File: src/rtl/race_pkg.sv
// Shared types, screen geometry and the clamped axis-step helper for race_ctl.
package race_pkg;

  // Screen and sprite geometry; legal car positions derive from these.
  localparam int unsigned SCREEN_W    = 1024;
  localparam int unsigned SCREEN_H    = 768;
  localparam int unsigned SPRITE_SIZE = 128;

  // Datapath widths.
  localparam int unsigned POS_W  = 11;
  localparam int unsigned CALC_W = 12;
  localparam int unsigned TIME_W = 12;
  localparam int unsigned CD_W   = 2;
  localparam int unsigned ST_W   = 2;

  // Button vector layout used by the synchronizer bank.
  localparam int unsigned NUM_BTNS  = 5;
  localparam int unsigned BTN_START = 0;
  localparam int unsigned BTN_LEFT  = 1;
  localparam int unsigned BTN_RIGHT = 2;
  localparam int unsigned BTN_UP    = 3;
  localparam int unsigned BTN_DOWN  = 4;

  typedef enum logic [ST_W-1:0] {
    ST_IDLE      = 2'd0,
    ST_COUNTDOWN = 2'd1,
    ST_RACE      = 2'd2,
    ST_FINISH    = 2'd3
  } race_state_e;

  // One frame of movement on one axis: decrement saturates at 0, increment at lim,
  // both-or-neither holds. Computed at CALC_W bits so pos+step cannot wrap.
  function automatic logic [CALC_W-1:0] step_axis(
    input logic [CALC_W-1:0] pos,
    input logic              dec,
    input logic              inc,
    input logic [CALC_W-1:0] step,
    input logic [CALC_W-1:0] lim
  );
    logic [CALC_W-1:0] res;
    logic [CALC_W-1:0] sum;
    res = pos;
    sum = pos + step;
    if (dec && !inc) begin
      res = (pos < step) ? '0 : (pos - step);
    end else if (inc && !dec) begin
      res = (sum > lim) ? lim : sum;
    end
    return res;
  endfunction

endpackage

File: src/rtl/race_ctl_if.sv
// Frame timing, button inputs and layer/sprite outputs of the race controller.
interface race_ctl_if;
  import race_pkg::*;

  logic              vblnk;
  logic              btn_start;
  logic              btn_left;
  logic              btn_right;
  logic              btn_up;
  logic              btn_down;
  logic              bg_visible;
  logic              track_visible;
  logic              player_visible;
  logic [POS_W-1:0]  xpos;
  logic [POS_W-1:0]  ypos;
  logic [CD_W-1:0]   countdown;
  logic [TIME_W-1:0] race_time;
  logic [ST_W-1:0]   state;

  // Controller side.
  modport slave (
    input  vblnk, btn_start, btn_left, btn_right, btn_up, btn_down,
    output bg_visible, track_visible, player_visible,
    output xpos, ypos, countdown, race_time, state
  );

  // Timing generator / button side.
  modport master (
    output vblnk, btn_start, btn_left, btn_right, btn_up, btn_down,
    input  bg_visible, track_visible, player_visible,
    input  xpos, ypos, countdown, race_time, state
  );

endinterface

File: src/rtl/btn_sync.sv
// 2-FF synchronizer bank with a one-clock rising-edge pulse per bit.
module btn_sync #(
  parameter int unsigned WIDTH = 1
) (
  input  logic             clk,
  input  logic             rst_n,
  input  logic [WIDTH-1:0] btn_i,
  output logic [WIDTH-1:0] level_o,
  output logic [WIDTH-1:0] rise_c
);

  logic [WIDTH-1:0] meta_q;
  logic [WIDTH-1:0] sync_q;
  logic [WIDTH-1:0] prev_q;

  // Two synchronizer stages followed by the edge-detect history register.
  always_ff @(posedge clk or negedge rst_n) begin
    if (!rst_n) begin
      meta_q <= '0;
      sync_q <= '0;
      prev_q <= '0;
    end else begin
      meta_q <= btn_i;
      sync_q <= meta_q;
      prev_q <= sync_q;
    end
  end

  assign level_o = sync_q;
  assign rise_c  = sync_q & ~prev_q;

endmodule

File: src/rtl/race_ctl.sv
// Per-frame race flow FSM: layer enables, countdown digit, race timer, car position.
module race_ctl
  import race_pkg::*;
#(
  parameter int unsigned COUNT_FRAMES = 60,
  parameter int unsigned RACE_FRAMES  = 3600,
  parameter int unsigned STEP         = 4,
  parameter int unsigned START_X      = 448,
  parameter int unsigned START_Y      = 600,
  parameter int unsigned X_MAX        = SCREEN_W - SPRITE_SIZE,
  parameter int unsigned Y_MAX        = SCREEN_H - SPRITE_SIZE
) (
  input logic       pclk,
  input logic       rst,
  race_ctl_if.slave bus
);

  localparam int unsigned CNT_W = (COUNT_FRAMES > 1) ? $clog2(COUNT_FRAMES) : 1;

  race_state_e       state_q,     state_d;
  logic [CNT_W-1:0]  frame_cnt_q, frame_cnt_d;
  logic [CD_W-1:0]   countdown_q, countdown_d;
  logic [TIME_W-1:0] race_time_q, race_time_d;
  logic [POS_W-1:0]  xpos_q,      xpos_d;
  logic [POS_W-1:0]  ypos_q,      ypos_d;
  logic              bg_q,        bg_d;
  logic              track_q,     track_d;
  logic              player_q,    player_d;
  logic              vblnk_prev_q;

  logic [NUM_BTNS-1:0] btn_lvl;
  logic [NUM_BTNS-1:0] btn_rise;
  logic                start_edge_c;
  logic                tick_c;
  logic [CALC_W-1:0]   x_step_c;
  logic [CALC_W-1:0]   y_step_c;
  logic                unused_btn;

  btn_sync #(
    .WIDTH (NUM_BTNS)
  ) u_btn_sync (
    .clk     (pclk),
    .rst_n   (rst),
    .btn_i   ({bus.btn_down, bus.btn_up, bus.btn_right, bus.btn_left, bus.btn_start}),
    .level_o (btn_lvl),
    .rise_c  (btn_rise)
  );

  // Only the start button is edge-driven; only the steering buttons are level-driven.
  assign unused_btn   = ^{btn_lvl[BTN_START], btn_rise[NUM_BTNS-1:1]};
  assign start_edge_c = btn_rise[BTN_START];
  assign tick_c       = bus.vblnk & ~vblnk_prev_q;

  // Candidate positions for this frame, clamped to the legal window.
  always_comb begin
    x_step_c = step_axis(CALC_W'(xpos_q), btn_lvl[BTN_LEFT], btn_lvl[BTN_RIGHT],
                         CALC_W'(STEP), CALC_W'(X_MAX));
    y_step_c = step_axis(CALC_W'(ypos_q), btn_lvl[BTN_UP], btn_lvl[BTN_DOWN],
                         CALC_W'(STEP), CALC_W'(Y_MAX));
  end

  // Frame-start detector history.
  always_ff @(posedge pclk or negedge rst) begin
    if (!rst) begin
      vblnk_prev_q <= 1'b0;
    end else begin
      vblnk_prev_q <= bus.vblnk;
    end
  end

  // State and output registers.
  always_ff @(posedge pclk or negedge rst) begin
    if (!rst) begin
      state_q     <= ST_IDLE;
      frame_cnt_q <= '0;
      countdown_q <= '0;
      race_time_q <= '0;
      xpos_q      <= POS_W'(START_X);
      ypos_q      <= POS_W'(START_Y);
      bg_q        <= 1'b1;
      track_q     <= 1'b0;
      player_q    <= 1'b0;
    end else begin
      state_q     <= state_d;
      frame_cnt_q <= frame_cnt_d;
      countdown_q <= countdown_d;
      race_time_q <= race_time_d;
      xpos_q      <= xpos_d;
      ypos_q      <= ypos_d;
      bg_q        <= bg_d;
      track_q     <= track_d;
      player_q    <= player_d;
    end
  end

  // Next-state and next-output logic; start edges act immediately, the rest waits for tick.
  always_comb begin
    state_d     = state_q;
    frame_cnt_d = frame_cnt_q;
    countdown_d = countdown_q;
    race_time_d = race_time_q;
    xpos_d      = xpos_q;
    ypos_d      = ypos_q;

    unique case (state_q)
      ST_IDLE: begin
        if (start_edge_c) begin
          state_d     = ST_COUNTDOWN;
          countdown_d = CD_W'(3);
          frame_cnt_d = '0;
          xpos_d      = POS_W'(START_X);
          ypos_d      = POS_W'(START_Y);
          race_time_d = '0;
        end
      end

      ST_COUNTDOWN: begin
        if (tick_c) begin
          if (frame_cnt_q == CNT_W'(COUNT_FRAMES - 1)) begin
            frame_cnt_d = '0;
            if (countdown_q == CD_W'(1)) begin
              state_d     = ST_RACE;
              countdown_d = '0;
            end else begin
              countdown_d = countdown_q - CD_W'(1);
            end
          end else begin
            frame_cnt_d = frame_cnt_q + CNT_W'(1);
          end
        end
      end

      ST_RACE: begin
        if (start_edge_c) begin
          // Abort wins over a coincident tick: no move, timer holds.
          state_d = ST_FINISH;
        end else if (tick_c) begin
          xpos_d      = POS_W'(x_step_c);
          ypos_d      = POS_W'(y_step_c);
          race_time_d = race_time_q + TIME_W'(1);
          if (race_time_q == TIME_W'(RACE_FRAMES - 1)) begin
            state_d = ST_FINISH;
          end
        end
      end

      ST_FINISH: begin
        if (start_edge_c) begin
          state_d = ST_IDLE;
        end
      end

      default: begin
        state_d = ST_IDLE;
      end
    endcase

    // Layer enables follow the state being entered so they register alongside it.
    bg_d     = 1'b1;
    track_d  = (state_d != ST_IDLE);
    player_d = (state_d != ST_IDLE);
  end

  assign bus.bg_visible     = bg_q;
  assign bus.track_visible  = track_q;
  assign bus.player_visible = player_q;
  assign bus.xpos           = xpos_q;
  assign bus.ypos           = ypos_q;
  assign bus.countdown      = countdown_q;
  assign bus.race_time      = race_time_q;
  assign bus.state          = state_q;

endmodule

File: src/flat_wrapper.sv
// flat-port wrapper written by rule: the top's interface ports become plain ports
module race_ctl_flat import race_pkg::*;
#(
  parameter int unsigned COUNT_FRAMES = 60,
  parameter int unsigned RACE_FRAMES  = 3600,
  parameter int unsigned STEP         = 4,
  parameter int unsigned START_X      = 448,
  parameter int unsigned START_Y      = 600,
  parameter int unsigned X_MAX        = SCREEN_W - SPRITE_SIZE,
  parameter int unsigned Y_MAX        = SCREEN_H - SPRITE_SIZE
)
  (pclk, rst, bus_vblnk, bus_btn_start, bus_btn_left, bus_btn_right, bus_btn_up, bus_btn_down, bus_bg_visible, bus_track_visible, bus_player_visible, bus_xpos, bus_ypos, bus_countdown, bus_race_time, bus_state);
  race_ctl_if bus_i ();
  input logic pclk;
  input logic rst;
  input wire logic [$bits(bus_i.vblnk)-1:0] bus_vblnk;
  input wire logic [$bits(bus_i.btn_start)-1:0] bus_btn_start;
  input wire logic [$bits(bus_i.btn_left)-1:0] bus_btn_left;
  input wire logic [$bits(bus_i.btn_right)-1:0] bus_btn_right;
  input wire logic [$bits(bus_i.btn_up)-1:0] bus_btn_up;
  input wire logic [$bits(bus_i.btn_down)-1:0] bus_btn_down;
  output wire logic [$bits(bus_i.bg_visible)-1:0] bus_bg_visible;
  output wire logic [$bits(bus_i.track_visible)-1:0] bus_track_visible;
  output wire logic [$bits(bus_i.player_visible)-1:0] bus_player_visible;
  output wire logic [$bits(bus_i.xpos)-1:0] bus_xpos;
  output wire logic [$bits(bus_i.ypos)-1:0] bus_ypos;
  output wire logic [$bits(bus_i.countdown)-1:0] bus_countdown;
  output wire logic [$bits(bus_i.race_time)-1:0] bus_race_time;
  output wire logic [$bits(bus_i.state)-1:0] bus_state;
  assign bus_i.vblnk = bus_vblnk;
  assign bus_i.btn_start = bus_btn_start;
  assign bus_i.btn_left = bus_btn_left;
  assign bus_i.btn_right = bus_btn_right;
  assign bus_i.btn_up = bus_btn_up;
  assign bus_i.btn_down = bus_btn_down;
  assign bus_bg_visible = bus_i.bg_visible;
  assign bus_track_visible = bus_i.track_visible;
  assign bus_player_visible = bus_i.player_visible;
  assign bus_xpos = bus_i.xpos;
  assign bus_ypos = bus_i.ypos;
  assign bus_countdown = bus_i.countdown;
  assign bus_race_time = bus_i.race_time;
  assign bus_state = bus_i.state;
  race_ctl #(.COUNT_FRAMES(COUNT_FRAMES), .RACE_FRAMES(RACE_FRAMES), .STEP(STEP), .START_X(START_X), .START_Y(START_Y), .X_MAX(X_MAX), .Y_MAX(Y_MAX)) u_core (.pclk(pclk), .rst(rst), .bus(bus_i));
endmodule
File: config.mk
export PLATFORM = sky130hd
export DESIGN_NAME = race_ctl_flat
export DESIGN_NICKNAME = d
export VERILOG_FILES = /design/src/rtl/race_pkg.sv /design/src/rtl/race_ctl_if.sv /design/src/rtl/btn_sync.sv /design/src/rtl/race_ctl.sv /design/src/flat_wrapper.sv
export SDC_FILE = /design/constraint.sdc
export NUM_CORES = 1
export LEC_CHECK = 0
export BUFFER_PORTS_ARGS = -buffer_cell sky130_fd_sc_hd__buf_2
export CORE_MARGIN = 4
export CORE_UTILIZATION = 45
export CTS_BUF_LIST = sky130_fd_sc_hd__clkbuf_16
export DETAILED_ROUTE_END_ITERATION = 6
export HOLD_SLACK_MARGIN = 0.05
export PLACE_DENSITY = 0.72
export SLEW_MARGIN = 5
export SYNTH_ARGS = -nofsm -noshare
export SYNTH_HDL_FRONTEND = slang
export SYNTH_SLANG_ARGS = --single-unit
File: constraint.sdc
create_clock -name pclk -period 4 [get_ports pclk]
set_input_delay 0.4 -clock pclk [delete_from_list [all_inputs] [get_ports pclk]]
set_output_delay 0.4 -clock pclk [all_outputs]
set_load 0.02 [all_outputs]
---- Word-level counts from Yosys, hierarchy flattened ----
Cells that the tools add are included.
operators by class
  $add $sub $neg .......................... 7
  multiply operators ...................... 0
  div/mod/pow operators ................... 0
  magnitude comparators ................... 4
  equal/unequal tests ..................... 13
  shift operators ......................... 0
  mux-type cells .......................... 38
  bitwise logic cells ..................... 4
  reduce and logical (&&, ||, !) cells .... 17
operators by type and width
  kind                                                              number
  2-to-1 mux 11 bit                                                 14
  one-hot mux 11 bit (2 select lines)                               2
  2-to-1 mux 12 bit                                                 3
  adder 11 x 3 -> 12 bit (second input constant)                    2
  greater-than comparator 12 x 10 -> 1 bit (second input constant)  2
  2-to-1 mux 2 bit                                                  12
  one-hot mux 12 bit (2 select lines)                               1
  < comparator 11 x 3 -> 1 bit (second input constant)              2
  subtractor 11 x 3 -> 11 bit (second input constant)               2
  2-to-1 mux 6 bit                                                  3
  adder 12 x 1 -> 12 bit (second input constant)                    1
  equality test 12 bit (second input constant)                      1
  one-hot mux 6 bit (2 select lines)                                1
  AND reduction 5 bit                                               2
  inequality test 2 x 1 -> 1 bit (second input constant)            4
  one-hot mux 2 bit (4 select lines)                                1
  AND reduction 4 bit                                               2
  adder 6 x 1 -> 6 bit (second input constant)                      1
  equality test 6 bit (second input constant)                       1
  inequality test 3 x 1 -> 1 bit (second input constant)            2
  nonzero test 2 bit                                                3
  equality test 2 x 1 -> 1 bit (second input constant)              2
  equality test 2 bit (second input constant)                       2
  logical AND 1 bit                                                 4
  other kinds (8)                                                   13
storage, ports and cells
  register bits ........................... 57
  bits in latches ......................... 0
  memory bits (writable) .................. 0
  bits in read-only memories .............. 0
  bits of input ports ..................... 8
  logic and storage cells ................. 94
  memories ................................ 0

---- Logic depth before layout (Yosys ltp) ----
Gate-level depths: netlist (run 1).
  depth in word-level cells ............... 8
  gate-level depth with buffers ........... 10
  mapped depth without buffers ............ 9

---- By module ----
A second synthesis (run 1) with hierarchy kept.
second synthesis, totals
  cells, all modules ...................... 399
  area total of the unflattened synthesis .. 3,580.9 sq um
modules (own cells, without submodules)
  module    instances  cells an instance  area each (sq um)  sequential area each (sq um)
  race_ctl  1          379                3,136.8            1,059.8
  btn_sync  1          20                 444.2              375.4

---- Worst setup path before layout (run 1) ----
No wires, ideal clock.
  path type ............................... register to register
  start point ............................. reg u_core.xpos_q[6], in the netlist u_core.bus.xpos[6]
  end point ............................... reg u_core.xpos_q[5], in the netlist u_core.bus.xpos[5]
  setup time .............................. 0.118 ns
  arrival ................................. 2.374 ns
  path slack .............................. 1.508 ns
  stages on the path, launching flop included .. 10
  path buffers ............................ 2
  cell sequence ........................... dfstp_2 > buf_2 > and3_1 > buf_2 > nand3_1 > xor2_1 > or3_1 > o31ai_2 > o21ai_0 > a21o_1
on the way
  cells in the longest elaborated chain, start to end .. 8
  elaborated cells between the ends (all ways) .. 10
  those cells by class .................... add/sub (1); order compare (2); mux (7)
RTL lines
  item                                      line             source
  start: declaration                        race_ctl.sv:24   logic [POS_W-1:0] xpos_q, xpos_d;
  start signal: assignment                  race_ctl.sv:78   xpos_q <= POS_W'(START_X);
  start signal: assignment                  race_ctl.sv:88   xpos_q <= xpos_d;
  adder 11 x 3 -> 12 bit                    race_pkg.sv:43   sum = pos + step;
  greater-than comparator 12 x 10 -> 1 bit  race_pkg.sv:47   res = (sum > lim) ? lim : sum;
  2-to-1 mux 11 bit                         race_pkg.sv:47
  2-to-1 mux 11 bit                         race_pkg.sv:46   end else if (inc && !dec) begin
  2-to-1 mux 11 bit (*)                     race_pkg.sv:44   if (dec && !inc) begin
  2-to-1 mux 11 bit (*)                     race_ctl.sv:137  end else if (tick_c) begin
  2-to-1 mux 11 bit (*)                     race_ctl.sv:134  if (start_edge_c) begin
  one-hot mux 11 bit (2 select lines) (*)   race_ctl.sv:105  unique case (state_q)
Every way passes the cells marked *; elsewhere a longest branch is shown, timed or not. The select of a mux whose other input is x is not followed.
A chain may end at the register's enable or synchronous reset.

---- Final worst setup path (run 1) ----
  start point ............................. reg u_core.xpos_q[2], in the netlist u_core.bus.xpos[2]
  end point ............................... reg u_core.xpos_q[5], in the netlist u_core.bus.xpos[5]
The elaborated chain is that of the path after synthesis.

==> results.sh, run 1 <==
export IMPL_status="finished clean"
export IMPL_place_congestion=0.8402
export IMPL_cap_violations=0
export IMPL_die_w_microns=93.60
export IMPL_grt_pass1_vias=2762
export IMPL_power_mw=1.295
export IMPL_drv_slew=0
export IMPL_cts_buffer_depth=2
export IMPL_coreArea_sq_um=6944
export IMPL_clock_root_buffer="clkbuf_16"
export IMPL_fin_crit_sh_pct=67.22
export IMPL_worst_slew_pin_slew_ps=783.8
export IMPL_grt_max_degree=54
export IMPL_via_per_inst=5.635
export IMPL_critical_path_class="reg -> reg"
export IMPL_clkLatencyLatePin_ps=290
export IMPL_worst_ep_required_time_ps=4190
export IMPL_area_growth_pct=11.08
export IMPL_period_needed_ps=2689
export IMPL_avgSynthCellArea_sq_um=8.432
export IMPL_timing_slew_headroom_pct=47.64
export IMPL_synth_top_area_share_pct=34.91
export IMPL_met3_usage_pct=4.023
export IMPL_postLayoutCoreUtil_pct=52.74
export IMPL_nets=435
export IMPL_synth_edf_count=0
export IMPL_dpl_hpwl_mm=5.324
export IMPL_hold_path_class="in -> reg"
export IMPL_cts_hold_buf=0
export IMPL_yosysTopAreaCell="dfrtp_1"
export IMPL_synth_flop_cell="dfrtp_1"
export IMPL_path_cells="ha_1 > nand2_1 > o22ai_1 > a32oi_1 > or3_1 > o31ai_2 > o21ai_0 > a21o_1"
export IMPL_clkSinkCount=53
export IMPL_synth_commonest_cells="dfrtp_1 (46), nor2_1 (42), nand2_1 (39)"
export IMPL_drtIter0Drc=192
export IMPL_ys_seq_area_share_pct=40.49
export IMPL_endpoint_kind="flip-flop"
export IMPL_cts_clk_slew_worst_paths_ps=70
export IMPL_grt_overflow_total=0
export IMPL_crit_path_top_delay_cell="dfrtp_1"
export IMPL_die_h_microns=93.60
export IMPL_synthArstFlopShare_pct=100.0
export IMPL_grt_pass1_wl_mm=12.70
export IMPL_synth_warnings=0
export IMPL_numCtsBuffers=5
export IMPL_p_per_area_nw_per_um2=353.5
export IMPL_vdd_drop_max_mv=0.2454
export IMPL_clock_skew_ps=7.441
export IMPL_cts_resized=0
export IMPL_crit_family="compound AO/OA/AOI/OAI gates"
export IMPL_critPathMaxStageDelay_ps=530
export IMPL_initial_core_util_pct=47.48
export IMPL_crit_path_max_fanout=11
export IMPL_synth_area_sq_um=3297
export IMPL_synth_cells=391
export IMPL_ant_nets=0
export IMPL_totalWireLength_mm=7.559
export IMPL_synth_area_leaders="dfrtp_1 (35%), dfstp_2 (5.6%), nor2_1 (4.8%), nand2_1 (4.4%), o21ai_0 (4.4%)"
export IMPL_portBuffers=43
export IMPL_wl_per_cell_microns=14.68
export IMPL_vias=2902
export IMPL_start_kind="flip-flop"
export IMPL_finalSetupViolations=0
export IMPL_fmax_mhz=371.9
export IMPL_hold_viol=0
export IMPL_synth_distinct_cells=58
export IMPL_htreeDepth=2
export IMPL_grt_util_met2_pct=28.29
export IMPL_drive_gt1_share_pct=17.18
export IMPL_cp_data_arrival_time_ps=2870
export IMPL_top_usage_layer="met2"
export IMPL_cts_tree="done"
export IMPL_std_cell_rows=30
export IMPL_grt_setup_unrepaired="no"
export IMPL_ys_ff_latch=53
export IMPL_first_pass_iters=4
export IMPL_synthMostInstantiatedCell="dfrtp_1"
export IMPL_track_usage_pct=17.49
export IMPL_ioPinCount=49
export IMPL_setup_tns_final_ps=0
export IMPL_antenna_found_initial=0
export IMPL_drc=0
export IMPL_fp_dieArea_sq_um=8760
export IMPL_num_antenna_cells=0
export IMPL_cellLeakagePower_nw=1.649
export IMPL_met1_usage_pct=23.83
export IMPL_cts_setup_buffers=0
export IMPL_crit_buf_inv=0
## worst paths after layout
path / start / slack (ps) / endpoint / depth (start not counted)
max in group asynchronous: rst / 3340 / u_core.u_btn_sync.level_o[3] / 2
min reg2reg: u_core.u_btn_sync.meta_q[0] / 360 / u_core.u_btn_sync.level_o[0] / 0
min in group asynchronous: rst / 230 / u_core.u_btn_sync.meta_q[2] / 2
min: bus_btn_right / 210 / u_core.u_btn_sync.meta_q[2] / 1
max reg2reg: u_core.bus.xpos[2] / 1310 / u_core.bus.xpos[5] / 8
max: u_core.bus.xpos[2] / 1310 / u_core.bus.xpos[5] / 8
## report_power, final
part	total, mW	leakage [nW]	internal [mW]	switching [mW]
sequential	0.634	0.673	0.579	0.0555
clock	0.431	0.0702	0.233	0.197
combinational	0.230	0.906	0.0840	0.146
total	1.29	1.65	0.896	0.399
## layout by cell type, fill, tap and decap left out, types with 6 or more instances in the layout
cell type and n:
xnor2_1 7, and3_1 11, a21oi_1 17, o21ai_0 29, nor4_1 7, a21o_1 6, ha_1 9, nand2_1 39
dfrtp_1 46, nor3_1 10, xor2_1 11, inv_1 13, dfstp_2 7, buf_2 43, nor2_1 42, nand4_1 7
nor2b_1 8, nand2b_1 7, and2_1 6, nand3_1 19
## flip-flops by register name, indices dropped and copies added, names as in the netlist, 2 cells and up
register                   flops
u_core.bus.xpos                9
u_core.u_btn_sync.meta_q       5
u_core.bus.ypos                9
u_core.bus.countdown           2
u_core.u_btn_sync.level_o      5
u_core.bus.race_time          12
u_core.frame_cnt_q             6
u_core.bus.state               2
## cell type report
cell class,instances,area (sq um)
clock buffers,5,125.1
clock inverters,3,21.27
fillers,639,3282
inverters,13,48.80
multi-input cells,301,1789
flip-flops and latches,53,1335
well taps,96,120.1
repair buffers,44,222.7
## per-stage QoR
stage / hold slack [ps] / worst slack, ps / cells / instance area [sq um]
after floorplan: 104.4 / 1508 / 394 / 3308
after global placement: 334.5 / 1503 / 507 / 3516
after detailed placement: 351.1 / 1404 / 507 / 3516
after CTS: 207.6 / 1350 / 515 / 3662
after global routing: 204.5 / 1065 / 515 / 3662
final: 209.3 / 1311 / 515 / 3662
## routing by layer
| layer | vias to the layer above | share of wire (%) |
|---|---|---|
| met5 | - | 0 |
| met2 | 88 | 48 |
| li1 | 1427 | - |
| met1 | 1379 | 45 |
| met4 | 0 | 0.69 |
| met3 | 8 | 5.8 |
## logic make-up after synthesis
kind of cell	synth area share, %
simple gates	25.62
compound gates	18.29
flops	40.49
buf+inv	5.579
xor+xnor	4.782
fa+ha+maj	3.416
mux	1.594
other cells	0.2278
Power figures use the tool's default switching activity.
==> inputs of run 2 (changes only) <==
ABC_AREA = 1   (was default)
PLACE_DENSITY = 0.74   (was 0.72)
clock period = 2.2 ns   (was 4 ns; I/O delays follow)
==> results.sh, run 2 <==
export IMPL_synth_top_area_share_pct=32.57
export IMPL_hold_viol=0
export IMPL_critical_path_class="reg -> reg"
export IMPL_clock_root_buffer="clkbuf_16"
export IMPL_num_antenna_cells=0
export IMPL_htreeDepth=2
export IMPL_place_area_sq_um=3810
export IMPL_fin_cells=644
export IMPL_std_cell_rows=32
export IMPL_final_cell_mix="nand2_1 (139), inv_1 (59), nor2_1 (55)"
export IMPL_cts_clk_slew_worst_paths_ps=70
export IMPL_wl_per_cell_microns=12.30
export IMPL_final_common_cell="nand2_1"
export IMPL_avgSynthCellArea_sq_um=7.141
export IMPL_synth_commonest_cells="nand2_1 (139), inv_1 (59), nor2_1 (55)"
export IMPL_cts_hold_buf=7
export IMPL_clock_skew_ps=5.677
export IMPL_cts_resized=0
export IMPL_via_per_inst=5.005
export IMPL_synth_warnings=0
export IMPL_place_congestion=0.9472
export IMPL_worst_ep_required_time_ps=2380
export IMPL_synth_area_sq_um=3535
export IMPL_crit_path_max_fanout=9
export IMPL_p_per_area_nw_per_um2=961.4
export IMPL_stdcell_area_sq_um=4074
export IMPL_grt_pass1_vias=3141
export IMPL_synthMostInstantiatedCell="nand2_1"
export IMPL_synth_edf_count=0
export IMPL_ioPinCount=49
export IMPL_cts_setup_buffers=0
export IMPL_postLayoutCoreUtil_pct=52.99
export IMPL_synth_area_leaders="dfrtp_1 (33%), nand2_1 (15%), nand3_1 (6.8%), inv_1 (6.3%), nor2_1 (5.8%)"
export IMPL_grt_overflow_total=0
export IMPL_initial_core_util_pct=45.98
export IMPL_drc=0
export IMPL_drive_gt1_share_pct=15.87
export IMPL_start_kind="flip-flop"
export IMPL_grt_max_degree=28
export IMPL_vdd_drop_max_mv=0.3813
export IMPL_synth_distinct_cells=37
export IMPL_timing_slew_headroom_pct=58.66
export IMPL_die_h_microns=96.63
export IMPL_numCtsBuffers=5
export IMPL_antenna_found_initial=0
export IMPL_track_usage_pct=17.43
export IMPL_clkLatencyLatePin_ps=290
export IMPL_cts_tree="done"
export IMPL_first_pass_iters=4
export IMPL_coreArea_sq_um=7687
export IMPL_drv_slew=0
export IMPL_drtIter0Drc=144
export IMPL_worst_slew_pin_slew_ps=620.1
export IMPL_largest_register_ff_count=12
export IMPL_grt_setup_unrepaired="no"
export IMPL_ys_seq_area_share_pct=37.77
export IMPL_timing_final_ws_setup_ps=316.5
export IMPL_grt_pass1_wl_mm=13.94
export IMPL_endpoint_kind="flip-flop"
export IMPL_synth_cells=495
export IMPL_cellLeakagePower_nw=2.083
export IMPL_fmax_mhz=530.9
export IMPL_yosysTopAreaCell="dfrtp_1"
export IMPL_ant_nets=0
export IMPL_fp_dieArea_sq_um=9336
export IMPL_portBuffers=43
export IMPL_dp_cells=629
export IMPL_die_w_microns=96.63
export IMPL_hold_path_class="reg -> reg"
export IMPL_fin_crit_sh_pct=85.61
export IMPL_cp_data_arrival_time_ps=2070
export IMPL_setup_tns_final_ps=0
export IMPL_vias=3223
export IMPL_totalWireLength_mm=7.923
export IMPL_place_ws_ps=350.0
export IMPL_period_needed_ps=1883
export IMPL_synth_flop_cell="dfrtp_1"
export IMPL_cts_buffer_depth=2
export IMPL_clkSinkCount=53
export IMPL_ys_ff_latch=53
export IMPL_status="finished clean"
export IMPL_cap_violations=0
export IMPL_synthArstFlopShare_pct=100.0
export IMPL_dpl_hpwl_mm=5.968
export IMPL_area_growth_pct=15.26
export IMPL_finalSetupViolations=0
export IMPL_nets=558
## run 2: cell types whose count changed after synthesis, moves of 7 or more
cell      change
and3_1       -11
clkbuf_1     -15
inv_1        +46
inv_2         +8
nand2_1     +100
nand2b_1      -7
nand3_1      +29
nor2_1       +13
nor2b_1       -8
xor2_1        +8
## run 2: where the power goes
group,total [mW],leakage [nW],internal (mW),switching [mW]
combinational,1.36,1.33,0.488,0.871
clock,1.02,0.0944,0.656,0.359
sequential,1.54,0.657,1.21,0.332
## run 2: through the flow
stage	total power [mW]	hold WS (ps)
floorplan	2.498	-75.59
global placement	2.866	263.1
detailed placement	2.894	271.1
CTS	3.940	352.4
global route	4.221	360.8
finish	3.917	349.3
## run 2: worst paths after layout
kind	startpoint	end	slack (ps)	cells after the start
hold / removal	u_core.u_btn_sync.meta_q[4]	u_core.u_btn_sync.level_o[4]	350	0
max in group asynchronous	rst	u_core.bus.xpos[8]	1080	3
hold reg to reg	u_core.u_btn_sync.meta_q[4]	u_core.u_btn_sync.level_o[4]	350	0
setup reg to reg	u_core.bus.ypos[3]	u_core.bus.ypos[2]	320	12
min in group asynchronous	rst	u_core.bus.ypos[5]	490	2
setup / recovery	u_core.bus.ypos[3]	u_core.bus.ypos[2]	320	12
## run 2: cell families after synthesis
kind of cell	Yosys count	synth area share (%)
compound gates	50	8.213
xor+xnor	20	4.956
other cells	2	0.2125
simple gates	279	35.75
flops	53	37.77
buf+inv	82	9.911
fa+ha+maj	9	3.186
## run 2: critical path, stage by stage, from the launching register on
cell,delay (ps)
dfstp_2,620
ha_1,250
inv_1,80
nor2_2,160
nand3_1,80
nand2_1,60
nand2_1,70
nand2_1,70
nand2_1,110
nand2_1,90
nand2_1,60
nand2_1,60
nand2_1,40
## run 2: layout make-up
cell class / count / area (sq um)
multi-input combinational: 363 / 1861
tap: 102 / 127.6
clock inverter: 3 / 68.82
inverter: 67 / 251.5
fill: 752 / 3613
timing repair buffer: 51 / 305.3
sequential: 53 / 1335
clock buffer: 5 / 125.1
## run 2: metal layers
layer | vias to the layer above | track usage [%] | part of all wire [%]
met1 | 1480 | 22.44 | 47
li1 | 1651 | - | -
met4 | 0 | 5.508 | 1.6
met3 | 10 | 3.172 | 4.7
met2 | 82 | 29.67 | 47
met5 | - | 0 | 0
==> inputs of run 3 (changes only) <==
ABC_AREA = default   (was 1)
PLACE_DENSITY = 0.75   (was 0.74)
==> results.sh, run 3 (synthesized netlist as in run 1, its figures left out) <==
export IMPL_track_usage_pct=20.32
export IMPL_p_per_area_nw_per_um2=617.3
export IMPL_fin_cells=566
export IMPL_cts_tree="done"
export IMPL_first_pass_iters=6
export IMPL_stdcell_area_sq_um=4194
export IMPL_drtIter0Drc=219
export IMPL_dpl_hpwl_mm=6.351
export IMPL_die_w_microns=93.60
export IMPL_fin_crit_sh_pct=105.8
export IMPL_area_growth_pct=27.21
export IMPL_setup_tns_final_ps=-690.9
export IMPL_timing_slew_headroom_pct=58.94
export IMPL_portBuffers=43
export IMPL_cellLeakagePower_nw=1.927
export IMPL_r2r_setup_slack_ps=-130
export IMPL_std_cell_rows=30
export IMPL_seqCellArea_sq_um=1339
export IMPL_hold_path_class="reg -> reg"
export IMPL_cts_clk_slew_worst_paths_ps=70
export IMPL_worst_slew_pin_slew_ps=614.6
export IMPL_antenna_found_initial=0
export IMPL_timing_final_ws_setup_ps=-127.6
export IMPL_endpoint_kind="flip-flop"
export IMPL_drc=0
export IMPL_routed_top_layer="met4"
export IMPL_violations="setup timing"
export IMPL_dr_wl_met3_microns=545
export IMPL_critical_path_class="reg -> reg"
export IMPL_met1_length_mm=3.763
export IMPL_hold_start="u_core.u_btn_sync.meta_q[0]"
export IMPL_multi_input_comb_area_sq_um=1882
export IMPL_cts_buffer_depth=2
export IMPL_place_area_sq_um=3879
export IMPL_dp_cells=550
export IMPL_totalWireLength_mm=8.852
export IMPL_grt_pass1_vias=3187
export IMPL_wl_per_cell_microns=15.64
export IMPL_final_common_cell="buf_4"
export IMPL_htreeDepth=2
export IMPL_r2r_end="u_core.bus.xpos[7]"
export IMPL_met2WireLength_mm=4.377
export IMPL_numCtsBuffers=5
export IMPL_clkLatencyLatePin_ps=290
export IMPL_reg2reg_depth=7
export IMPL_worstReg2RegStart="u_core.bus.xpos[3]"
export IMPL_period_needed_ps=2328
export IMPL_grt_max_degree=32
export IMPL_num_antenna_cells=0
export IMPL_drv_slew=0
export IMPL_ant_nets=0
export IMPL_clkSinkCount=53
export IMPL_holdWs_ps=350.3
export IMPL_drive_gt1_share_pct=28.51
export IMPL_hold_depth=0
export IMPL_vdd_drop_max_mv=0.4468
export IMPL_hold_viol=0
export IMPL_start_kind="flip-flop"
export IMPL_fmax_mhz=429.6
export IMPL_fillers=635
export IMPL_fp_dieArea_sq_um=8760
export IMPL_grt_overflow_total=0
export IMPL_final_cell_mix="buf_4 (44), buf_2 (43), dfrtp_1 (43)"
export IMPL_status="finished with violations"
export IMPL_nets=486
export IMPL_worst_ep_required_time_ps=2420
export IMPL_min_to="u_core.u_btn_sync.level_o[0]"
export IMPL_initial_core_util_pct=47.48
export IMPL_place_congestion=0.9613
export IMPL_finalSetupViolations=8
export IMPL_ioPinCount=49
export IMPL_vias=3234
export IMPL_grt_pass1_wl_mm=14.55
export IMPL_coreArea_sq_um=6944
export IMPL_clock_skew_ps=8.328
export IMPL_via_per_inst=5.714
export IMPL_place_ws_ps=-99.87
export IMPL_crit_path_max_fanout=4
export IMPL_grt_setup_unrepaired="yes"
export IMPL_clock_root_buffer="clkbuf_16"
export IMPL_die_h_microns=93.60
export IMPL_largest_register_ff_count=12
export IMPL_cp_data_arrival_time_ps=2550
export IMPL_cap_violations=0
==> run 3: cell types whose count changed in the layout (fill, tap and decap cells not counted), sizes merged, moves of 7 or more <==
cell	previous run	this run
nand2	142	40
nor2b	0	8
nand2b	0	7
nand3	50	19
inv	68	14
xor2	19	11
buf	44	88
nor2	64	42
and3	0	11
==> run 3: report_power, final <==
part           leakage [nW]  internal (mW)  switching, mW
registers             0.668           1.05         0.0685
logic                  1.18          0.224          0.334
clock network        0.0842          0.540          0.370
total                  1.93           1.82          0.773
==> run 3: worst max path at each step <==
stage                     slack, ps                from            endpoint
final                          -130  u_core.bus.xpos[3]  u_core.bus.xpos[7]
after global routing           -220           bus_vblnk  u_core.bus.xpos[6]
after CTS                      -120  u_core.bus.xpos[3]  u_core.bus.xpos[7]
after detailed placement       -100  u_core.bus.xpos[3]  u_core.bus.xpos[7]
after global placement          -70  u_core.bus.xpos[3]  u_core.bus.xpos[7]
after floorplan                -200  u_core.bus.xpos[4]  u_core.bus.xpos[7]
==> run 3: critical path, cell delays in order, from the launching register on <==
cell,delay (ps)
dfrtp_2,420
or4_4,520
or3_4,350
or4_4,470
nand2_4,100
a21o_1,80
o21ai_1,60
o32a_1,280
==> run 3: what timing repair did <==
action,CTS,global route
setup endpoints to repair,10,12
buffers inserted,1,0
pin swaps,2,6
endpoints found under the hold margin,23,0
hold buffers,7,0
resized for setup,2,17
==> run 3: final cells by class <==
class	count	share of cell area, %
Clock buffer	5	2.983
Clock inverter	3	1.044
Inverter	13	1.163
Multi-Input combinational cell	301	44.87
Sequential cell	53	31.92
Tap cell	96	2.864
Timing Repair Buffer	95	15.16
==> run 3: per-layer routing <==
layer | track usage, % | vias up
met4 | 5.897 | 0
met3 | 3.057 | 18
met2 | 35.20 | 132
met5 | 0 | -
met1 | 26.26 | 1558
li1 | - | 1526
==> run 3: through the flow <==
| stage | utilization, % | power [mW] |
|---|---|---|
| floorplan | - | 1.454 |
| global placement | 55.86 | 1.635 |
| detailed placement | 55.86 | 1.669 |
| CTS | 59.50 | 2.587 |
| global route | 60.40 | 2.718 |
| finish | 60.40 | 2.589 |
